## src/rtl/pipe_stage_pkg.sv

```systemverilog
// Shared definitions for pipeline stage registers: ID/EX field widths,
// bit offsets and packed views of the control and payload fields.
// The optional skid buffer is enabled by defining PIPE_STAGE_SKID_EN.
package pipe_stage_pkg;

   // ID/EX widths; other stages override CTRL_W/DATA_W on instantiation
   localparam int ID_EX_CTRL_W = 11;
   localparam int ID_EX_DATA_W = 245;

   localparam int XLEN      = 32;
   localparam int REG_IDX_W = 5;
   // Upper payload bits left free for stage-specific extensions
   localparam int SPARE_W   = ID_EX_DATA_W - (6*XLEN - XLEN) - 3*REG_IDX_W;

   // Control bit offsets (LSB of each field)
   localparam int CTRL_ALUSRC_LSB     = 0;
   localparam int CTRL_ALUCONTROL_LSB = 1;
   localparam int CTRL_BRANCH_LSB     = 4;
   localparam int CTRL_JUMP_LSB       = 5;
   localparam int CTRL_MEMWRITE_LSB   = 6;
   localparam int CTRL_RESULTSRC_LSB  = 7;
   localparam int CTRL_REGWRITE_LSB   = 9;
   localparam int CTRL_SPARE_LSB      = 10;

   // Payload bit offsets (LSB of each field)
   localparam int DATA_PCPLUS4_LSB = 0;
   localparam int DATA_IMMEXT_LSB  = 32;
   localparam int DATA_RD_LSB      = 64;
   localparam int DATA_RS2_LSB     = 69;
   localparam int DATA_RS1_LSB     = 74;
   localparam int DATA_PC_LSB      = 79;
   localparam int DATA_RD2_LSB     = 111;
   localparam int DATA_RD1_LSB     = 143;
   localparam int DATA_SPARE_LSB   = 175;

   typedef struct packed {
      logic       spare;
      logic       RegWrite;
      logic [1:0] ResultSrc;
      logic       MemWrite;
      logic       Jump;
      logic       Branch;
      logic [2:0] ALUControl;
      logic       ALUSrc;
   } id_ex_ctrl_t;

   typedef struct packed {
      logic [SPARE_W-1:0]   spare;
      logic [XLEN-1:0]      rd1;
      logic [XLEN-1:0]      rd2;
      logic [XLEN-1:0]      PC;
      logic [REG_IDX_W-1:0] Rs1;
      logic [REG_IDX_W-1:0] Rs2;
      logic [REG_IDX_W-1:0] Rd;
      logic [XLEN-1:0]      ImmExt;
      logic [XLEN-1:0]      PCPlus4;
   } id_ex_data_t;

endpackage

```

## src/rtl/pipe_skid_buf.sv

```systemverilog
// One-entry skid buffer holding the younger instruction while the output
// register is blocked. Control is zeroed whenever the entry is empty.
module pipe_skid_buf
   import pipe_stage_pkg::*;
#(
   parameter int CTRL_W = ID_EX_CTRL_W,
   parameter int DATA_W = ID_EX_DATA_W
) (
   input  logic              clk,
   input  logic              reset_n,
   input  logic              flush,
   input  logic              load,
   input  logic              pop,
   input  logic [CTRL_W-1:0] in_ctrl,
   input  logic [DATA_W-1:0] in_data,
   output logic              valid,
   output logic [CTRL_W-1:0] ctrl,
   output logic [DATA_W-1:0] data
);

   // Entry state: reset > flush > pop > load
   always_ff @(posedge clk) begin
      if (!reset_n) begin
         valid <= 1'b0;
         ctrl  <= '0;
         data  <= '0;
      end else if (flush) begin
         valid <= 1'b0;
         ctrl  <= '0;
         data  <= '0;
      end else if (pop) begin
         valid <= 1'b0;
         ctrl  <= '0;
      end else if (load) begin
         valid <= 1'b1;
         ctrl  <= in_ctrl;
         data  <= in_data;
      end
   end

endmodule

```

## src/rtl/pipe_stage_reg.sv

```systemverilog
// Generic pipeline stage register (IF/ID, ID/EX, EX/MEM, MEM/WB via
// CTRL_W/DATA_W). Bubbles always carry all-zero control so they can never
// write the regfile or memory. Define PIPE_STAGE_SKID_EN to add a one-entry
// skid buffer that removes the out_ready -> in_ready combinational path.
module pipe_stage_reg
   import pipe_stage_pkg::*;
#(
   parameter int CTRL_W = ID_EX_CTRL_W,
   parameter int DATA_W = ID_EX_DATA_W
) (
   input  logic              clk,
   input  logic              reset_n,
   input  logic              in_valid,
   output logic              in_ready,
   input  logic [CTRL_W-1:0] in_ctrl,
   input  logic [DATA_W-1:0] in_data,
   input  logic              stall,
   input  logic              flush,
   output logic              out_valid,
   input  logic              out_ready,
   output logic [CTRL_W-1:0] out_ctrl,
   output logic [DATA_W-1:0] out_data
);

   logic xfer_in;
   logic xfer_out;

   assign xfer_in  = in_valid & in_ready;
   assign xfer_out = out_valid & out_ready;

`ifdef PIPE_STAGE_SKID_EN
   logic              skid_valid;
   logic [CTRL_W-1:0] skid_ctrl;
   logic [DATA_W-1:0] skid_data;
   logic              skid_load;
   logic              skid_pop;

   // Ready depends only on local state, never on out_ready
   assign in_ready  = reset_n & ~stall & ~flush & ~skid_valid;
   // Younger entry parks in the skid only when the output is occupied and held
   assign skid_load = xfer_in & out_valid & ~out_ready;
   // Skid entry implies a valid output entry, so out_ready alone means drain
   assign skid_pop  = ~flush & ~stall & skid_valid & out_ready;

   pipe_skid_buf #(
      .CTRL_W (CTRL_W),
      .DATA_W (DATA_W)
   ) u_skid (
      .clk     (clk),
      .reset_n (reset_n),
      .flush   (flush),
      .load    (skid_load),
      .pop     (skid_pop),
      .in_ctrl (in_ctrl),
      .in_data (in_data),
      .valid   (skid_valid),
      .ctrl    (skid_ctrl),
      .data    (skid_data)
   );

   // Output register: reset > flush > stall > skid refill > capture > drain
   always_ff @(posedge clk) begin
      if (!reset_n) begin
         out_valid <= 1'b0;
         out_ctrl  <= '0;
         out_data  <= '0;
      end else if (flush) begin
         out_valid <= 1'b0;
         out_ctrl  <= '0;
         out_data  <= in_data;
      end else if (stall) begin
         out_valid <= out_valid;
      end else if (skid_pop) begin
         out_valid <= 1'b1;
         out_ctrl  <= skid_ctrl;
         out_data  <= skid_data;
      end else if (xfer_in && (!out_valid || out_ready)) begin
         out_valid <= 1'b1;
         out_ctrl  <= in_ctrl;
         out_data  <= in_data;
      end else if (xfer_out) begin
         out_valid <= 1'b0;
         out_ctrl  <= '0;
      end
   end
`else
   assign in_ready = reset_n & ~stall & ~flush & (~out_valid | out_ready);

   // Output register: reset > flush > stall > capture > drain
   always_ff @(posedge clk) begin
      if (!reset_n) begin
         out_valid <= 1'b0;
         out_ctrl  <= '0;
         out_data  <= '0;
      end else if (flush) begin
         out_valid <= 1'b0;
         out_ctrl  <= '0;
         out_data  <= in_data;
      end else if (stall) begin
         out_valid <= out_valid;
      end else if (xfer_in) begin
         out_valid <= 1'b1;
         out_ctrl  <= in_ctrl;
         out_data  <= in_data;
      end else if (xfer_out) begin
         out_valid <= 1'b0;
         out_ctrl  <= '0;
      end
   end
`endif

endmodule

```

## config.mk

```make
export PLATFORM = sky130hd
export DESIGN_NAME = pipe_stage_reg
export DESIGN_NICKNAME = d
export VERILOG_FILES = /design/src/rtl/pipe_stage_pkg.sv /design/src/rtl/pipe_skid_buf.sv /design/src/rtl/pipe_stage_reg.sv
export SDC_FILE = /design/constraint.sdc
export NUM_CORES = 1
export LEC_CHECK = 0
export CAP_MARGIN = 30
export CELL_PAD_IN_SITES_DETAIL_PLACEMENT = 2
export CELL_PAD_IN_SITES_GLOBAL_PLACEMENT = 2
export CORE_AREA = 4 4 231 210
export CTS_CLUSTER_DIAMETER = 60
export DETAILED_ROUTE_END_ITERATION = 8
export DIE_AREA = 0 0 235 214
export GPL_TIMING_DRIVEN = 0
export PLACE_DENSITY = 0.81
export SLEW_MARGIN = 20
export SYNTH_ARGS = -nofsm -noshare
export SYNTH_HDL_FRONTEND = slang
export SYNTH_SLANG_ARGS = --single-unit
```

## constraint.sdc

```tcl
create_clock -name clk -period 1.7 [get_ports clk]
set_input_delay 0.425 -clock clk [delete_from_list [all_inputs] [get_ports clk]]
set_output_delay 0.425 -clock clk [all_outputs]
set_load 0.01 [all_outputs]
```

# Yosys cells after proc, flatten, opt, wreduce, memory -nomap -nowiden
# Cells that the tools add are included.
[word_totals]
ff_bits = 257
input_bits = 262
output_inout_bits = 258
elab_cells = 26
[op_classes]
n_eq_ne = 1
mux = 7
bitwise = 10
n_reduce_logical = 5
[op_table]
columns = ["op", "n"]
rows = [
  ["$mux 245", 3],
  ["$mux 11", 2],
  ["$and 1x1->1", 5],
  ["$not 1->1", 4],
  ["$reduce_and 2->1", 2],
  ["$reduce_bool 2->1", 2],
  ["$mux 1", 2],
  ["$ne 2x1->1 const B", 1],
  ["$reduce_or 2->1", 1],
  ["$or 1x1->1", 1],
]

# Logic depth before layout (Yosys ltp)
# Gate-level depths: netlist of run 1.
[depth]
depth_word = 8
depth_mapped = 6
mapped_depth_nobuf = 3

# Worst setup path after synthesis of run 1
# OpenSTA, ideal clock, no wires.
[synth_path]
path_type = "input to register"
start = "in reset_n"
end = "reg out_data[185]"
setup_ns = 0.072
t_arrival_ns = 1.334
t_required_ns = 1.628
path_slack_ns = 0.295
stages = 6
path_buffers = 4
path_cell_list = "buf_2 -> buf_2 -> buf_2 -> clkbuf_1 -> nand2_1 -> mux2i_1"
[synth_via]
elab_chain_cells = 6
[synth_rtl]
columns = ["item", "line", "text"]
rows = [
  ["start: declaration", "pipe_stage_reg.sv:12", "input logic reset_n,"],
  ["$and 1x1->1 (3 in a row)", "pipe_stage_reg.sv:87", "assign in_ready = reset_n & ~stall & ~flush & (~out_valid | out_ready);"],
  ["$and 1x1->1", "pipe_stage_reg.sv:28", "assign xfer_in = in_valid & in_ready;"],
  ["$reduce_bool 2->1 (no line)", "--", ""],
  ["$reduce_and 2->1 (no line)", "--", ""],
  ["end signal: assignment", "pipe_stage_reg.sv:98", "out_data <= in_data;"],
  ["end signal: assignment", "pipe_stage_reg.sv:104", "out_data <= in_data;"],
  ["end: declaration", "pipe_stage_reg.sv:22", "output logic [DATA_W-1:0] out_data"],
]
# Several ways; a longest one is shown, not always the timed one.
# A chain may end at the register's enable or synchronous reset.

# Worst setup path after layout of run 1
[layout_path]
start = "in flush"
end = "out in_ready"
[layout_via]
elab_chain_cells = 3
[layout_rtl]
columns = ["item", "line", "text"]
rows = [
  ["start: declaration", "pipe_stage_reg.sv:18", "input logic flush,"],
  ["$not 1->1", "pipe_stage_reg.sv:87", ""],
  ["$and 1x1->1 (2 in a row)", "pipe_stage_reg.sv:87", ""],
  ["end: declaration", "pipe_stage_reg.sv:14", "output logic in_ready,"],
]
# No other way between the ends.

==> metrics, run 1 <==
register bit total from synthesis 257; static leakage 7.872 nW; antenna violations before repair 3; fin worst setup slack -0.08724 ns; number of endpoints failing setup at the final stage 1; fraction of layout cells with a size suffix above 1 0.06388; VDD IR max 0.5972 mV; reg2reg setup slack 0.10 ns; CTS sink count 257; root cell of the clock tree sky130_fd_sc_hd__clkbuf_16; number of pins exceeding their max-slew limit in the final report 0; routed via count divided by cell count 4.307; area share of the leading cell type in the synthesized netlist 0.5116; Cells after Synth 1099; unrepaired setup endpoints after global routing yes; most common cell after layout, fill and taps aside sky130_fd_sc_hd__nand2_1; Critical R2R Launch out_valid$_SDFFE_PP0P_; filler cell count in the final layout 5169; clock tree buffer depth 3; Buffers & Inverters on Critical Path 2; area growth from synthesis to layout 67.67%; beginning of the worst hold path reset_n; Mapped Avg Cell Area 9.150 um^2; wire length of the first global-routing pass 69.64 mm; critical-path cell list clkdlybuf4s50_1 -> nand2b_4 -> nor3_1 -> buf_2; overall die height 214 um; number of distinct library cells after synthesis 17; iteration-0 DRC count of the detailed router 246; Die Outline Area 50290 um^2; synth top area cells sky130_fd_sc_hd__dfxtp_1 51%, sky130_fd_sc_hd__mux2i_1 24%, sky130_fd_sc_hd__nand2_1 18%; DR pass1 iterations 4; Hold/Removal Path Class in -> reg; routability cong. 0.7714; Synth Warn # 0; violated checks negative setup slack; tightest hold margin 0.2662 ns; antenna-violating nets left 0; final routed wire length divided by cell count 20.09 um; proportion of synthesized chip area in sequential cells 0.5116; detailed placer's ending HPWL 36.06 mm; kind of end point of the critical path output pin; run status complete, but fails checks; post-synthesis net count 1361; io pins 520; count of cells along the worst register-to-register path 6; crit path launch type input pin; end of the worst register-to-register path out_data[117]$_SDFFE_PN0P_; initial core utilization 0.2174; total number of H-tree levels 2; maximum number of pins on one net before global-route repair 12; max-slew headroom at the worst pin 0.4954; overall global routing resource usage 0.1770; total of max-cap violations 0; die extent in x 235 um; final critical-path required period 1.787 ns; cell type contributing the most total cell area after synthesis sky130_fd_sc_hd__dfxtp_1; number of global-route vias before repair 11270; Hold Path Sink out_valid$_SDFFE_PP0P_; Tcrit/Tclk final 1.051; number of buffers added for setup after CTS 0; top library cells by usage in the layout, fill and taps aside 490 x sky130_fd_sc_hd__nand2_1, 259 x sky130_fd_sc_hd__clkdlybuf4s50_1, 256 x sky130_fd_sc_hd__dfxtp_1; count of input and output buffers 518; CP max FO 4; Detailed Route WL 46.09 mm; final standard cell count with taps included and fillers excluded 2294; Least-Margin Pin Slew 0.7569 ns; Peak Freq 0.5595 GHz; Clock Skews 0.008359 ns; Placeable Area 46260 um^2; WP data arrival 1.36 ns; Fin. Hold Viols 0; power per standard cell area 983.0 nW/um^2; Core Rows 75; worst stage delay on the critical path 0.44 ns; critical path required time 1.27 ns; post-synth design cell area 10060 um^2; clock-pin slew on the worst setup and hold paths 0.06 ns; cell family with most CP delay buffers and inverters; master of the slowest instance on the critical path sky130_fd_sc_hd__clkdlybuf4s50_1; Worst Hold Path Cells 3; number of design rule violations left after detail routing 0; critical path class in -> out; worst skew pair latency 0.52 ns; TritonCTS buffer count 36; Congestion Overflow GR 0; count of vias placed by the detailed router 9880; CTS tree built; number of instances in the placed design 2233; final net count 1917
worst max-delay path by stage:
stage                     slack, ns  depth (start not counted)                          to     from
after detailed placement      -0.71                          7  out_data[163]$_SDFFE_PN0P_    stall
final                         -0.09                          4                    in_ready    flush
after floorplan                0.29                          6  out_data[185]$_SDFFE_PN0P_  reset_n
after global placement        -0.65                          5  out_data[124]$_SDFFE_PN0P_  reset_n
after global routing          -0.15                          4                    in_ready    flush
after CTS                     -0.14                          4                    in_ready    flush
cell families after synthesis:
| family | count (synthesis) | synth area share |
|---|---|---|
| AOI/OAI and AO/OA | 15 | 0.01207 |
| DFF | 257 | 0.5116 |
| muxes | 246 | 0.2450 |
| and+or+nand+nor | 495 | 0.1864 |
| buffers and inverters | 86 | 0.04492 |
routing by layer:
| layer | wire [um] | track usage | vias to the layer above |
|---|---|---|---|
| met5 | 7 | 0 | - |
| met4 | 1145 | 0.05040 | 2 |
| met3 | 3507 | 0.06385 | 73 |
| met2 | 23620 | 0.3264 | 331 |
| met1 | 17810 | 0.1902 | 4811 |
| li1 | - | - | 4663 |
sequential cells by signal, indices dropped and copies added, names as in the netlist:
name and cells:
out_data 245, out_ctrl 11, out_valid 1
report_power, final:
part | switching [mW] | internal [mW] | leakage, nW
combinational | 1.30 | 1.38 | 5.20
clock | 2.86 | 4.38 | 0.549
sequential | 0.214 | 6.45 | 2.13
total | 4.37 | 12.2 | 7.87
Yosys cell counts:
cell type and n:
sky130_fd_sc_hd__inv_1 2, sky130_fd_sc_hd__buf_4 6, sky130_fd_sc_hd__mux2i_1 245, sky130_fd_sc_hd__buf_2 13, sky130_fd_sc_hd__nor2b_2 1, sky130_fd_sc_hd__dfxtp_1 257, sky130_fd_sc_hd__nor4b_1 1, sky130_fd_sc_hd__buf_6 12
sky130_fd_sc_hd__mux2_2 1, sky130_fd_sc_hd__o21ai_0 1, sky130_fd_sc_hd__a21oi_1 2, sky130_fd_sc_hd__clkbuf_1 53, sky130_fd_sc_hd__nor3_1 1, sky130_fd_sc_hd__nand2_1 490, sky130_fd_sc_hd__o21ba_2 1, sky130_fd_sc_hd__nand2b_1 2
sky130_fd_sc_hd__a22o_1 11
tightest hold or removal path, stage by stage:
cell and delay, ns:
sky130_fd_sc_hd__buf_2 0.17, sky130_fd_sc_hd__nand2b_4 0.11, sky130_fd_sc_hd__a21oi_1 0.04
timing repair:
action,CTS,global route
cloned,0,0
resized for setup,278,28
hold buffers,0,0
setup endpoints to repair,389,105
pin swaps,0,0
layout make-up:
class / instances / area [um^2] / area share
timing repair buffer: 518 / 4856 / 0.2880
clock buffer: 49 / 1031 / 0.06115
sequential: 257 / 5146 / 0.3052
tap: 616 / 770.7 / 0.04571
buffer: 84 / 479.2 / 0.02842
multi-input combinational: 756 / 4476 / 0.2654
inverter: 2 / 7.507 / 0.0004452
clock inverter: 9 / 87.58 / 0.005194
antenna: 3 / 7.507 / 0.0004452
metrics by stage:
stage,TNS [ns],total power [mW],cell area (um^2),util,setup slack (ns)
3_3_place_gp,-116.03,9.686,16010,0.3461,-0.6456
2_1_floorplan,0,7.889,10060,-,0.2949
3_5_place_dp,-140.47,9.796,16010,0.3461,-0.7144
5_1_grt,-1.134,17.38,16860,0.3644,-0.1466
6_report,-0.08724,16.58,16860,0.3645,-0.08724
4_1_cts,-0.1928,16.90,16830,0.3639,-0.1369
Power figures use the tool's default switching activity.
==> run 2, diff against run 1 <==
--- a/config.mk
+++ b/config.mk
@@ -13,7 +13,7 @@
 export DETAILED_ROUTE_END_ITERATION = 8
 export DIE_AREA = 0 0 235 214
 export GPL_TIMING_DRIVEN = 0
-export PLACE_DENSITY = 0.81
+export PLACE_DENSITY_LB_ADDON = 0.1
 export SLEW_MARGIN = 20
 export SYNTH_ARGS = -nofsm -noshare
 export SYNTH_HDL_FRONTEND = slang
==> metrics, run 2 (synthesis results as in run 1) <==
run status complete, but fails checks; violated checks negative setup slack; critical path class reg -> out; root cell of the clock tree sky130_fd_sc_hd__clkbuf_16; Peak Freq 0.5748 GHz (+2.7%); max-slew headroom at the worst pin 0.5284 (+0.03294); Regs by FF count out_data: 245 flops, out_ctrl: 11 flops, out_valid: 1 flops; most common cell after layout, fill and taps aside sky130_fd_sc_hd__nand2_1; final critical-path required period 1.740 ns (-0.04744 ns); number of global-route vias before repair 10830 (-3.9%); count of cells along the worst register-to-register path 5 (-1); register with the most flip-flops out_data; max FFs per register 245 (unchanged); fin worst setup slack -0.03980 ns (+0.04744 ns); sum of internal, switching and leakage power 16.72 mW (+0.87%); maximum number of pins on one net before global-route repair 11 (-1); clock-pin slew on the worst setup and hold paths 0.05 ns (about the same); beginning of the worst hold path reset_n; iteration-0 DRC count of the detailed router 145 (-41%); CTS tree built; detailed placer's ending HPWL 36.25 mm (+0.53%); count of vias placed by the detailed router 9756 (-1.3%); unrepaired setup endpoints after global routing yes; initial core utilization 0.2174 (unchanged); Critical R2R Launch out_valid$_SDFFE_PP0P_; number of pins exceeding their max-slew limit in the final report 0 (unchanged); total non-filler cell area in the finished layout 16920 um^2 (+0.37%); Hold Path Sink out_valid$_SDFFE_PP0P_; clock tree buffer depth 3 (unchanged); total number of H-tree levels 2 (unchanged); Worst Hold Path Cells 3 (unchanged); total cell area at the placement stage 16010 um^2 (unchanged); CP max FO 3 (-1); top library cells by usage in the layout, fill and taps aside 490 x sky130_fd_sc_hd__nand2_1, 259 x sky130_fd_sc_hd__clkdlybuf4s50_1, 256 x sky130_fd_sc_hd__dfxtp_1; total of max-cap violations 0 (unchanged); routability cong. 0.7627 (-1.1%); count of input and output buffers 518 (unchanged); end of the worst register-to-register path out_ctrl[3]$_SDFFE_PP0P_; kind of end point of the critical path output pin; overall die height 214 um (unchanged); overall global routing resource usage 0.1794 (+0.002383); number of design rule violations left after detail routing 0 (unchanged); area growth from synthesis to layout 68.30%; Die Outline Area 50290 um^2 (unchanged); Least-Margin Pin Slew 0.7074 ns (-0.04941 ns); static leakage 7.874 nW (about the same); die extent in x 235 um (unchanged); Tcrit/Tclk final 1.023 (-0.02791); Hold/Removal Path Class in -> reg; WP data arrival 1.31 ns (-0.05 ns); Detailed Route WL 46.45 mm (+0.78%); Placeable Area 46260 um^2 (unchanged); share of the core filled with cells 0.3658 (+0.001353); TritonCTS buffer count 35 (-2.8%); Congestion Overflow GR 0 (unchanged); number of endpoints failing setup at the final stage 1 (unchanged); Clock Skews 0.01258 ns (+0.004221 ns); power per standard cell area 987.9 nW/um^2 (+0.50%); CTS sink count 257 (unchanged); io pins 520 (unchanged); Fin. Hold Viols 0 (unchanged); worst skew pair latency 0.53 ns (about the same); antenna-violating nets left 0 (unchanged); final net count 1918 (+0.052%); Core Rows 75 (unchanged); fraction of layout cells with a size suffix above 1 0.05781 (-0.006074); final routed wire length divided by cell count 20.20 um (+0.51%); filler cell count in the final layout 5126 (-0.83%); VDD IR max 0.5780 mV (-3.2%); wire length of the first global-routing pass 69.37 mm (-0.39%); reg2reg setup slack 0.14 ns (+0.04 ns); critical path required time 1.27 ns (about the same); routed via count divided by cell count 4.242 (-1.5%); crit path launch type flop; DR pass1 iterations 4 (unchanged); antenna violations before repair 15 (+12)
-- run 2: cell types whose count changed in the layout (fill, tap and decap cells not counted), moves of 2 or more --
cell / change
sky130_fd_sc_hd__dlygate4sd2_1: -5
sky130_fd_sc_hd__clkdlybuf4s15_1: +7
sky130_fd_sc_hd__buf_4: +3
sky130_fd_sc_hd__clkbuf_8: -2
sky130_fd_sc_hd__clkbuf_2: -7
sky130_fd_sc_hd__diode_2: +3
sky130_fd_sc_hd__clkbuf_1: +11
sky130_fd_sc_hd__bufinv_16: +2
sky130_fd_sc_hd__buf_2: -2
sky130_fd_sc_hd__clkinv_4: -3
-- run 2: worst max-delay path by stage --
| stage | start | end | slack, ns | cells past startpoint |
|---|---|---|---|---|
| floorplan | reset_n | out_data[185]$_SDFFE_PN0P_ | 0.29 | 6 |
| global placement | flush | in_ready | -0.58 | 4 |
| detailed placement | reset_n | out_data[174]$_SDFFE_PN0P_ | -0.61 | 5 |
| CTS | flush | in_ready | -0.16 | 4 |
| global route | out_valid$_SDFFE_PP0P_ | in_ready | -0.09 | 3 |
| finish | out_valid$_SDFFE_PP0P_ | in_ready | -0.04 | 3 |
-- run 2: repair_timing --
| item | 4_1_cts | 5_1_grt |
|---|---|---|
| gates cloned | 0 | 0 |
| resized for setup | 270 | 32 |
| endpoints found under the hold margin | 0 | 0 |
| setup buffers | 0 | 2 |
| hold buffers | 0 | 0 |
| pin swaps | 0 | 1 |
| setup endpoints to repair | 288 | 136 |
-- run 2: area by class of cell --
type                       count  area [um^2]  share of cell area
sequential                   257         5146              0.3041
timing repair buffer         520         4892              0.2891
multi-input combinational    756         4477              0.2645
clock buffer                  53         1026             0.06062
tap                          616        770.7             0.04554
buffer                        84        481.7             0.02846
clock inverter                 6        107.6            0.006358
antenna                        6        15.01           0.0008872
inverter                       2        7.507           0.0004436
-- run 2: metal layers --
| layer | GRT usage | vias up | part of all wire |
|---|---|---|---|
| met4 | 0.06753 | 16 | 0.029 |
| met2 | 0.3108 | 286 | 0.50 |
| li1 | - | 4663 | - |
| met3 | 0.07428 | 87 | 0.084 |
| met5 | 0 | - | 0.0023 |
| met1 | 0.1966 | 4704 | 0.39 |
-- run 2: metrics by stage --
stage	hold slack [ns]	instances	TNS, ns	setup WS [ns]
2_1_floorplan	0.4823	1099	0	0.2949
3_3_place_gp	0.4437	2233	-110.03	-0.5785
3_5_place_dp	0.4557	2233	-116.69	-0.6102
4_1_cts	0.2385	2292	-0.1596	-0.1596
5_1_grt	0.1975	2299	-0.4392	-0.09326
6_report	0.2093	2300	-0.03980	-0.03980
-- run 2: critical path, stage by stage, from the launching register on --
cell	delay (ns)
sky130_fd_sc_hd__dfxtp_2	0.32
sky130_fd_sc_hd__nor2b_4	0.13
sky130_fd_sc_hd__nor3_2	0.16
sky130_fd_sc_hd__buf_4	0.17
-- run 2: where the power goes --
group          switching [mW]  internal [mW]  leakage (nW)
combinational            1.28           1.38          5.20
sequential              0.201           6.45          2.13
clock                    2.81           4.60         0.549
